==> src/rtl/spi_master_sched.sv <==
// rtl/spi_master_sched.sv - two-requester round-robin SPI mode-0 master
module spi_master_sched #(
   parameter int CLK_DIV = 2,
   parameter int SS_GAP  = 2
) (
   input  logic       clk,
   input  logic       rst,
   input  logic [1:0] req,
   input  logic [7:0] tx_data0,
   input  logic [7:0] tx_data1,
   output logic [1:0] gnt,
   output logic [1:0] done,
   output logic [7:0] rx_data,
   output logic       busy,
   output logic       SCK,
   output logic       SS,
   output logic       MOSI,
   input  logic       MISO
);

   typedef enum logic [2:0] {IDLE, SETUP, SCK_HI, SCK_LO, GAP} state_t;

   localparam logic [7:0] DIV_LAST = 8'(CLK_DIV - 1);
   localparam logic [7:0] GAP_LAST = 8'(SS_GAP - 1);

   state_t     state, state_nxt;
   logic [7:0] div_cnt;
   logic [3:0] bit_cnt;
   logic [7:0] tx_sh;
   logic [7:0] rx_sh;
   logic       sel_q;      // requester owning the current frame
   logic       rr_ptr;     // requester favoured when both ask
   logic       hold_end;
   logic       grant_sel;
   logic       in_frame;

   assign hold_end  = (state == GAP) ? (div_cnt == GAP_LAST) : (div_cnt == DIV_LAST);
   assign grant_sel = (req == 2'b11) ? rr_ptr : req[1];

   // State register; reset drops straight back to IDLE, aborting any frame
   always_ff @(posedge clk) begin
      if (rst) state <= IDLE;
      else     state <= state_nxt;
   end

   // Next-state: each timed phase advances when its hold counter expires
   always_comb begin
      state_nxt = state;
      case (state)
         IDLE:   if (|req) state_nxt = SETUP;
         SETUP:  if (hold_end) state_nxt = SCK_HI;
         SCK_HI: if (hold_end) state_nxt = SCK_LO;
         SCK_LO: if (hold_end) state_nxt = (bit_cnt < 4'd8) ? SCK_HI : GAP;
         GAP:    if (hold_end) state_nxt = IDLE;
         default: state_nxt = IDLE;
      endcase
   end

   // Datapath: phase timer, arbitration, shift registers and completion
   always_ff @(posedge clk) begin
      if (rst) begin
         div_cnt <= 8'd0;
         bit_cnt <= 4'd0;
         tx_sh   <= 8'd0;
         rx_sh   <= 8'd0;
         sel_q   <= 1'b0;
         rr_ptr  <= 1'b0;
         done    <= 2'b00;
         rx_data <= 8'd0;
      end else begin
         done <= 2'b00;
         if (state_nxt != state || state == IDLE) div_cnt <= 8'd0;
         else                                      div_cnt <= div_cnt + 8'd1;
         if (state == IDLE && state_nxt == SETUP) begin
            sel_q   <= grant_sel;
            rr_ptr  <= ~grant_sel;
            tx_sh   <= grant_sel ? tx_data1 : tx_data0;
            bit_cnt <= 4'd0;
            rx_sh   <= 8'd0;
         end
         // MISO is captured on the same edge that raises SCK
         if (state != SCK_HI && state_nxt == SCK_HI) rx_sh <= {rx_sh[6:0], MISO};
         // Falling SCK: count the bit and present the next MOSI bit
         if (state == SCK_HI && state_nxt == SCK_LO) begin
            bit_cnt <= bit_cnt + 4'd1;
            if (bit_cnt < 4'd7) tx_sh <= {tx_sh[6:0], 1'b0};
         end
         if (state == SCK_LO && state_nxt == GAP) begin
            rx_data <= rx_sh;
            done    <= sel_q ? 2'b10 : 2'b01;
            bit_cnt <= 4'd0;
         end
      end
   end

   // Output decode: SPI pins and grant follow the frame states
   always_comb begin
      in_frame = (state == SETUP) || (state == SCK_HI) || (state == SCK_LO);
      SCK      = (state == SCK_HI);
      SS       = ~in_frame;
      MOSI     = in_frame & tx_sh[7];
      gnt      = in_frame ? (sel_q ? 2'b10 : 2'b01) : 2'b00;
      busy     = (state != IDLE);
   end

endmodule

==> config.mk <==
export PLATFORM = sky130hd
export DESIGN_NAME = spi_master_sched
export DESIGN_NICKNAME = d
export VERILOG_FILES = /design/src/rtl/spi_master_sched.sv
export SDC_FILE = /design/constraint.sdc
export NUM_CORES = 1
export LEC_CHECK = 0
export CORE_MARGIN = 4
export CORE_UTILIZATION = 42
export DETAILED_ROUTE_END_ITERATION = 10
export PLACE_DENSITY = 0.67
export SLEW_MARGIN = 0
export SYNTH_ARGS = -nofsm -noshare
export SYNTH_HDL_FRONTEND = slang
export SYNTH_SLANG_ARGS = --single-unit
==> constraint.sdc <==
create_clock -name clk -period 1.99 [get_ports clk]
set_input_delay 0.4975 -clock clk [delete_from_list [all_inputs] [get_ports clk]]
set_output_delay 0.4975 -clock clk [all_outputs]
set_load 0.01 [all_outputs]
# Word level (Yosys, flattened, before mapping)
# Index checks and enable logic that the tools add are counted.
[word_totals]
output_inout_bits = 16
register_bits = 43
inputBits = 21
wordCells = 62
[classes]
n_addsub = 2
reduce_logical = 15
n_mux = 18
bitwise = 4
n_lt_le_gt_ge = 2
eq_ne = 12
[ops]
columns = ["op", "count"]
rows = [
  ["two-way mux 8 bit", 6],
  ["two-way mux 3 bit", 6],
  ["case mux 3 bit (5 select lines)", 1],
  ["equality test 3 x 2 -> 1 bit (second input constant)", 4],
  ["adder 8 x 1 -> 8 bit (second input constant)", 1],
  ["equality test 8 x 1 -> 1 bit (second input constant)", 1],
  ["two-way mux 4 bit", 2],
  ["OR reduction 2 bit", 4],
  ["equality test 3 x 1 -> 1 bit (second input constant)", 2],
  ["equality test 3 bit (second input constant)", 2],
  ["adder 4 x 1 -> 4 bit (second input constant)", 1],
  ["logical AND 1 bit", 4],
  ["less-than comparator 4 x 3 -> 1 bit (second input constant)", 1],
  ["less-than comparator 4 bit (second input constant)", 1],
  ["two-way mux 2 bit", 2],
  ["nonzero test 2 bit", 2],
  ["logical NOT 3 bit", 1],
  ["logical OR 1 bit", 3],
  ["!= test 3 x 2 -> 1 bit (second input constant)", 1],
  ["!= test 3 bit", 1],
  ["NOT 1 bit", 3],
  ["nonzero test 3 bit", 1],
  ["equality test 2 bit (second input constant)", 1],
  ["AND 1 bit", 1],
  ["two-way mux 1 bit", 1],
]

# Longest topological paths before layout
# Gate-level depths: netlist of the first run.
[logic_depth]
depth_word = 9
ltp_mapped = 7

# Worst setup path after synthesis of the first run
# Ideal clock, no wire load.
[synth_path]
path_type = "register to register"
startpoint = "register div_cnt[0]"
endpoint = "register rx_data[7]"
path_stages_with_launch = 7
n_path_buf = 1
required_time_ps = 1873
arrival_time_ps = 1541
setup_time_ps = 117
slack_ps = 332
period_less_slack_ps = 1658
path_cell_list = "dfxtp_1 -> ha_1 -> nor4b_4 -> nand4_1 -> nor2b_1 -> buf_2 -> a22o_1"
[synth_via]
elab_chain_len = 5
elab_cells_between_ends = 8
[synth_lines]
columns = ["element", "line_no", "text"]
rows = [
  ["start: declaration", "27", "logic [7:0] div_cnt;"],
  ["start signal: assignment", "73", "else div_cnt <= div_cnt + 8'd1;"],
  ["equality test 8 x 1 -> 1 bit *", "37", "assign hold_end = (state == GAP) ? (div_cnt == GAP_LAST) : (div_cnt == DIV_LAST);"],
  ["two-way mux 3 bit, on equally long branches", "--", ""],
  ["case mux 3 bit (5 select lines) *", "49", "case (state)"],
  ["equality test 3 bit *", "88", "if (state == SCK_LO && state_nxt == GAP) begin"],
  ["logical AND 1 bit *", "88", ""],
  ["end signal: assignment", "89", "rx_data <= rx_sh;"],
  ["end: declaration", "13", "output logic [7:0] rx_data,"],
]
# Every way passes the cells marked *; elsewhere a longest branch is shown, timed or not.
# A chain may end at the register's enable or synchronous reset.

# Final worst setup path of the first run
[layout_path]
startpoint = "register state[0]"
endpoint = "output port SCK"
[layout_via]
elab_chain_len = 1
[layout_lines]
columns = ["element", "line_no", "text"]
rows = [
  ["start: declaration", "26", "state_t state, state_nxt;"],
  ["start signal: assignment", "43", "else state <= state_nxt;"],
  ["equality test 3 x 2 -> 1 bit", "99", "SCK = (state == SCK_HI);"],
  ["end: declaration", "15", "output logic SCK,"],
]
# Every way passes these cells.

==> results.toml, run 1 <==
[synth]
synth_area_leader_cell = "dfxtp_1"
synth_area_sq_um = 1900
netlist_top_cells_count = "dfxtp_1 (43), nand3_1 (20), a21oi_1 (15)"
synth_area_leaders = "dfxtp_1 (45%), nand3_1 (5.3%), a21oi_1 (3.9%)"
synth_top_area_frac = 0.453
synthArstFlopShare = 0
synth-main-ff-cell = "dfxtp_1"
ys_seq_area_frac = 0.453
avgSynthCellArea_sq_um = 9.61
synth-seq-cells = 43
synthDistinctLibCells = 44
synth_fp_nets = 222
ys_warn_count = 0
syn_inst = 198
synth_edf_count = 0
yosysMostFrequentCell = "dfxtp_1"

[floorplan]
start_util = 0.437
ios = 37
die-area_sq_um = 5670
die_y_um = 75.3
die_w_um = 75.3
core_sq_um = 4350
row_count = 24

[clock_network]
clk_pin_slew_worst_paths_ns = 0.08
clock-sinks = 43
cts_setup_buffers = 0
cts_made_buffers = 5
cts.path.max_buffers = 2
worstSkewPairLatency_ns = 0.30
cts_tree = "built"
cts-root-buf = "clkbuf_8"
htreeDepth = 2

[timing]
post-route-period-util = 0.945
final-setup-viol-count = 0
tightest_slew_ns = 0.564
slew_viol_final = 0
min_period_ns = 1.88
hold_violations = 0
finClkSkew_ns = 0.0102
setup_ws_ns = 0.108
maxSlewHeadroom = 0.623
max_freq_mhz = 531
grt_setup_unrepaired = "no"

[power]
total_power_uw = 1910
leakagePower_uw = 0.000962
seqPwrFrac = 0.479
p_int_uw = 1430
p_clk_frac = 0.354
netSwitchingPower_uw = 478
p_sw_frac = 0.250
vdd_ir_drop_max_mv = 0.452
p_comb_frac = 0.167
powerDensity_nw_per_um2 = 746

[detailed_routing]
vias = 1660
drt_iter0_drc = 84
antenna_left = 0
dr.pass1.iters = 4
wl_mm = 4.06
drc = 0
vias_per_cell = 5.44
wl_per_cell_um = 13.3

[worst_hold_path]
worstHoldPathType = "reg2reg"
min_from = "tx_sh[5]"

[setup_path]
path_cells = "buf_4, nor3b_4, dlygate4sd2_1"
end_kind = "output pin"
start_kind = "flop"
worst-path-buf-inv = 2
crit_family = "buffers and inverters"
cp_slowest_cell = "dfxtp_1"
crit_fanout = 6
critical_path_class = "reg2out"
max_stage_delay_ns = 0.34
cp.required_ns = 1.49
rr_startpoint = "div_cnt[1]"
critical_path.startpoint = "state[0]"
cp.arrival_ns = 1.38

[global_routing]
overflow = 0
grt_usage = 0.151
grt_max_degree = 15
grt_pass1_vias = 1512
antenna_found_initial = 0
grt_pass1_wl_mm = 6.78

[cells_and_area]
fillers = 389
area_growth_pct = 34.6
drive_above_1_share = 0.162
stdcell_count = 305
final_nets = 276
antennaDiodeCount = 0

[flow_run]
maxCapViolations = 0

[place]
place_inst = 297
hpwl_mm = 2.99
port-buffer-count = 36
dpl_worst_slack_ns = -0.104
gp_congestion = 0.760

[status]
status = "finished, final reports clean"
logic make-up after synthesis:
logic type,Yosys count,synth area share
buffers and inverters,13,0.0296
muxes,1,0.00526
DFF,43,0.453
adders and majority gates,3,0.0197
AOI/OAI and AO/OA,47,0.184
and+or+nand+nor,85,0.282
xor gates and xnor gates,6,0.0276
sequential cells by signal (all words and copies together), names as in the netlist:
signal / flops
bit_cnt: 4
div_cnt: 8
done: 2
rr_ptr: 1
rx_data: 8
rx_sh: 8
sel_q: 1
state: 3
tx_sh: 8
final timing paths:
kind	endpoint	slack, ns	depth (start not counted)
max	SCK	0.11	3
min	tx_sh[6]	0.47	1
max reg2reg	rx_data[2]	0.18	7
min reg2reg	tx_sh[6]	0.47	1
power groups by stage:
stage	Sequential (uW)	Clock, uW	Combinational [uW]
floorplan	928	0	185
global placement	935	0	322
detailed placement	934	0	323
CTS	915	687	318
global route	919	722	351
finish	916	676	318
through the flow:
step / setup TNS [ns] / hold slack, ns / utilization / instance area, sq um
2_1_floorplan: 0 / 0.436 / - / 1900
3_3_place_gp: -0.0615 / 0.455 / 0.559 / 2440
3_5_place_dp: -0.104 / 0.455 / 0.559 / 2440
4_1_cts: 0 / 0.473 / 0.585 / 2550
5_1_grt: 0 / 0.485 / 0.588 / 2560
6_report: 0 / 0.470 / 0.588 / 2560
layout make-up:
cell class	instances	area [sq um]	area share
Tap cell	52	65.1	0.0254
Clock buffer	5	68.8	0.0269
Clock inverter	3	43.8	0.0171
Sequential cell	43	863	0.337
Multi-Input combinational cell	142	997	0.390
Timing Repair Buffer	56	507	0.198
Inverter	4	15.0	0.00587
what timing repair did:
item,4_1_cts,5_1_grt
hold buffers,0,0
resized for setup,8,4
endpoints found under the setup margin,6,9
layer usage:
metal  vias to the layer above  global-route usage  wire, um
met3                         7              0.0369       165
met1                       775               0.211      2030
met5                         -                   0         0
met4                         0              0.0466        50
li1                        848                   -         -
met2                        30               0.232      1810
cells in the final DEF (no fill, tap or decap), drive strengths merged, types with 2 or more instances in the layout:
master,netlist,routed
clkbuf,5,5
nand2,13,13
nand4b,8,8
nand3,21,21
dfxtp,43,43
ha,3,3
dlygate4sd2,0,5
a22o,8,8
nor3,5,5
inv,4,4
clkdlybuf4s50,0,30
nor3b,3,3
a32o,7,7
o21ai,2,2
and3,2,2
nor2b,3,3
buf,4,20
xor2,5,5
a211oi,2,2
and2,4,4
nand4,3,3
nor2,15,15
a21oi,15,15
o22a,7,7
nand2b,2,2
clkinv,0,2
Power figures use the tool's default switching activity.
==> run 2: changes to the inputs <==
Settings changed: CORE_MARGIN 4 to 1.
==> run 2 against run 1 <==
Combinational power barely moved. Global-route usage rose by 2.3 points. Flip-flop and latch count did not move. Critical path depth rose by 1. Sequential power barely moved. Largest cell class unchanged. Design area fell by 0.49%. Core utilization fell by 0.29 points. Clock power fell by 14%. Highest routed layer unchanged. Worst hold slack improved by 0.0022 ns. Count of clock-buffer cells in the layout did not move. Register-to-register slack got worse by 0.03 ns. First-iteration DRC count rose by 18%.
==> results.toml, run 2 (synthesis gave the netlist of run 1 again) <==
[clock_network]
cts_made_buffers = 5
clock-sinks = 43
worstSkewPairLatency_ns = 0.31
cts-root-buf = "clkbuf_8"
htreeDepth = 2
cts.path.max_buffers = 2
cts_setup_buffers = 0
cts_tree = "built"
clk_pin_slew_worst_paths_ns = 0.09

[place]
place_area_sq_um = 2440
gp_congestion = 0.747
place_inst = 297
hpwl_mm = 2.97
port-buffer-count = 36

[power]
p_int_uw = 1310
vdd_ir_drop_max_mv = 0.371
p_sw_frac = 0.278
p_clk_frac = 0.319
powerDensity_nw_per_um2 = 712
p_comb_frac = 0.177
netSwitchingPower_uw = 503
leakagePower_uw = 0.000941
seqPwrFrac = 0.504

[detailed_routing]
dr.pass1.iters = 4
vias_per_cell = 5.38
wl_mm = 3.94
drc = 0
antenna_left = 0
drt_iter0_drc = 99
vias = 1642
wl_per_cell_um = 12.9

[timing]
min_period_ns = 1.93
fin_hold_ws_ns = 0.472
finClkSkew_ns = 0.0123
slew_viol_final = 0
hold_violations = 0
tightest_slew_ns = 0.597
max_freq_mhz = 517
maxSlewHeadroom = 0.592
final-setup-viol-count = 0
post-route-period-util = 0.971

[cells_and_area]
final_cell_mix = "dfxtp_1 (42), clkdlybuf4s50_1 (31), nand3_1 (20), buf_4 (20), a21oi_1 (15)"
multi_input_area_sq_um = 1010
final_nets = 276
stdcell_count = 305
final_area_sq_um = 2550
seq_area_sq_um = 865
final_common_cell = "dfxtp_1"
fillers = 410
antennaDiodeCount = 0
drive_above_1_share = 0.158
area_growth_pct = 33.9

[global_routing]
antenna_found_initial = 0
overflow = 0
grt_pass1_wl_mm = 6.80
grt_max_degree = 16
grt_pass1_vias = 1524
grt_usage = 0.174

[floorplan]
die_y_um = 69.3
core_sq_um = 4350
die_w_um = 69.3
row_count = 24
ios = 37
start_util = 0.437
die-area_sq_um = 4800

[setup_path]
cp.arrival_ns = 1.44
start_kind = "flop"
critical_path_class = "reg2out"
cp.required_ns = 1.49
end_kind = "output pin"
crit_fanout = 3

[flow_run]
maxCapViolations = 0

[worst_hold_path]
worstHoldPathType = "reg2reg"

[status]
status = "finished, final reports clean"
-- run 2: cell count changes in the layout (fill, tap and decap cells not counted), sizes merged --
cell | before | now
clkdlybuf4s50 | 30 | 31
clkinv | 2 | 0
clkinvlp | 0 | 2
dlymetal6s2s | 1 | 0
bufinv | 1 | 0
inv | 4 | 5
-- run 2: critical path, stage by stage, from the launching register on --
cell and delay (ns):
dfxtp_1 0.34, nor2_4 0.14, nor2_4 0.05, inv_1 0.06, clkdlybuf4s50_1 0.53
-- run 2: metal layers --
metal,global-route usage,part of all wire
met3,0.0349,0.027
met5,0,0
met2,0.268,0.46
met4,0.0680,0.016
met1,0.240,0.50
-- run 2: path summary, 6_finish.rpt --
kind,start,endpoint,slack (ns),cells after the start
setup reg to reg,div_cnt[1],bit_cnt[0],0.15,7
hold reg to reg,tx_sh[6],tx_sh[7],0.47,1
hold / removal,tx_sh[6],tx_sh[7],0.47,1
setup / recovery,state[1],SS,0.06,4
-- run 2: area by class of cell --
| type | count | area share |
|---|---|---|
| Sequential cell | 43 | 0.339 |
| Timing Repair Buffer | 56 | 0.198 |
| Multi-Input combinational cell | 142 | 0.395 |
| Clock inverter | 3 | 0.00933 |
| Clock buffer | 5 | 0.0270 |
| Inverter | 4 | 0.00589 |
| Tap cell | 52 | 0.0255 |
-- run 2: through the flow --
step	worst slack [ns]	utilization	power [uW]	TNS [ns]
5_1_grt	-0.0225	0.585	1890	-0.0225
4_1_cts	0.0104	0.582	1830	0
2_1_floorplan	0.332	-	1110	0
3_3_place_gp	-0.0580	0.559	1260	-0.0580
3_5_place_dp	-0.0727	0.559	1260	-0.0727
6_report	0.0575	0.585	1810	0
-- run 2: repair_timing --
| action | 4_1_cts | 5_1_grt |
|---|---|---|
| setup endpoints to repair | 6 | 7 |
| hold buffers | 0 | 0 |
| resized for setup | 10 | 2 |
| cloned | 0 | 0 |
-- run 2: power groups by stage --
stage               sequential, uW  clock, uW  combinational [uW]
floorplan                      928          0                 185
detailed placement             933          0                 327
global placement               933          0                 323
finish                         914        578                 321
global route                   919        619                 356
CTS                            912        598                 324
==> run 3: changes to the inputs <==
Settings changed: GPL_ROUTABILITY_DRIVEN from default to 0, SKIP_CTS_REPAIR_TIMING from default to 1.
==> run 3 against run 2 <==
Wire length is 0.41% higher. Clock skew hardly changed. Count of clock-buffer cells in the layout stayed put. Sequential power hardly changed. Core utilization is 0.43 points higher. Fmax hardly changed. Worst hold slack hardly changed. Global-route usage hardly changed. Non-clock buffer count stayed put. Setup slack worse by 0.0012 ns. Critical path depth stayed put.
==> results.toml, run 3 (synthesis gave the netlist of run 1 again) <==
[status]
status = "finished, final reports clean"

[timing]
setup_ws_ns = 0.0563
min_period_ns = 1.93
hold_violations = 0
slew_viol_final = 0
final-setup-viol-count = 0
tightest_slew_ns = 0.597
post-route-period-util = 0.972
finClkSkew_ns = 0.0123
maxSlewHeadroom = 0.592
max_freq_mhz = 517

[global_routing]
grt_usage = 0.174
grt_max_degree = 16
antenna_found_initial = 0
overflow = 0
grt_pass1_wl_mm = 6.79
grt_pass1_vias = 1519

[detailed_routing]
drc = 0
wl_per_cell_um = 13.0
wl_mm = 3.96
dr.pass1.iters = 4
vias = 1646
vias_per_cell = 5.40
drt_iter0_drc = 110
antenna_left = 0

[setup_path]
cp.arrival_ns = 1.44
start_kind = "flop"
critical_path_class = "reg2out"
cp.required_ns = 1.49
end_kind = "output pin"
crit_fanout = 3

[place]
place_area_sq_um = 2440
port-buffer-count = 36
hpwl_mm = 2.97
dpl_worst_slack_ns = -0.0727

[floorplan]
ios = 37
die-area_sq_um = 4800
start_util = 0.437
row_count = 24
die_w_um = 69.3
core_sq_um = 4350
die_y_um = 69.3

[cells_and_area]
final_cell_mix = "dfxtp_1 (42), clkdlybuf4s50_1 (31), nand3_1 (20), buf_4 (20), a21oi_1 (15)"
antennaDiodeCount = 0
drive_above_1_share = 0.158
final_nets = 276
area_growth_pct = 34.9
fillers = 409
final_area_sq_um = 2570
final_common_cell = "dfxtp_1"

[power]
powerDensity_nw_per_um2 = 708
vdd_ir_drop_max_mv = 0.371
leakagePower_uw = 0.00100

[clock_network]
cts_made_buffers = 5
clock-sinks = 43
cts.path.max_buffers = 2
cts_tree = "built"
htreeDepth = 2
clk_pin_slew_worst_paths_ns = 0.09
worstSkewPairLatency_ns = 0.31
cts-root-buf = "clkbuf_8"

[flow_run]
maxCapViolations = 0

[worst_hold_path]
worstHoldPathType = "reg2reg"
-- run 3: metrics by stage --
step	hold slack, ns	TNS [ns]	util	cells	power, uW
floorplan	0.436	0	-	198	1110
global placement	0.454	-0.0580	0.559	297	1260
detailed placement	0.459	-0.0727	0.559	297	1260
CTS	0.470	-0.882	0.581	305	1840
global route	0.484	-0.0225	0.589	305	1900
finish	0.472	0	0.589	305	1820
-- run 3: cell type report --
cell class / count / area [sq um] / area share
timing repair buffer: 56 / 523 / 0.204
multi-input combinational: 142 / 1010 / 0.392
clock inverter: 3 / 23.8 / 0.00926
clock buffer: 5 / 68.8 / 0.0268
tap: 52 / 65.1 / 0.0254
inverter: 4 / 15.0 / 0.00585
sequential: 43 / 865 / 0.337
-- run 3: power breakdown --
group          internal (uW)  switching (uW)
registers                892            21.8
clock network            251             327
logic                    170             155
total                   1310             504
-- run 3: per-layer routing --
| metal | wire length [um] | track usage |
|---|---|---|
| met1 | 1980 | 0.240 |
| met2 | 1810 | 0.266 |
| met3 | 111 | 0.0349 |
| met4 | 63 | 0.0680 |
| met5 | 0 | 0 |
-- run 3: path summary, 6_finish.rpt --
path | cells past startpoint | from | slack, ns | to
setup reg to reg | 7 | div_cnt[1] | 0.15 | bit_cnt[0]
setup / recovery | 4 | state[1] | 0.06 | SS
hold / removal | 1 | tx_sh[6] | 0.47 | tx_sh[7]
hold reg to reg | 1 | tx_sh[6] | 0.47 | tx_sh[7]
-- run 3: worst max-delay path, stage by stage, from the launching register on --
cell	delay, ns
dfxtp_1	0.34
nor2_4	0.14
nor2_4	0.05
inv_1	0.07
clkdlybuf4s50_1	0.53
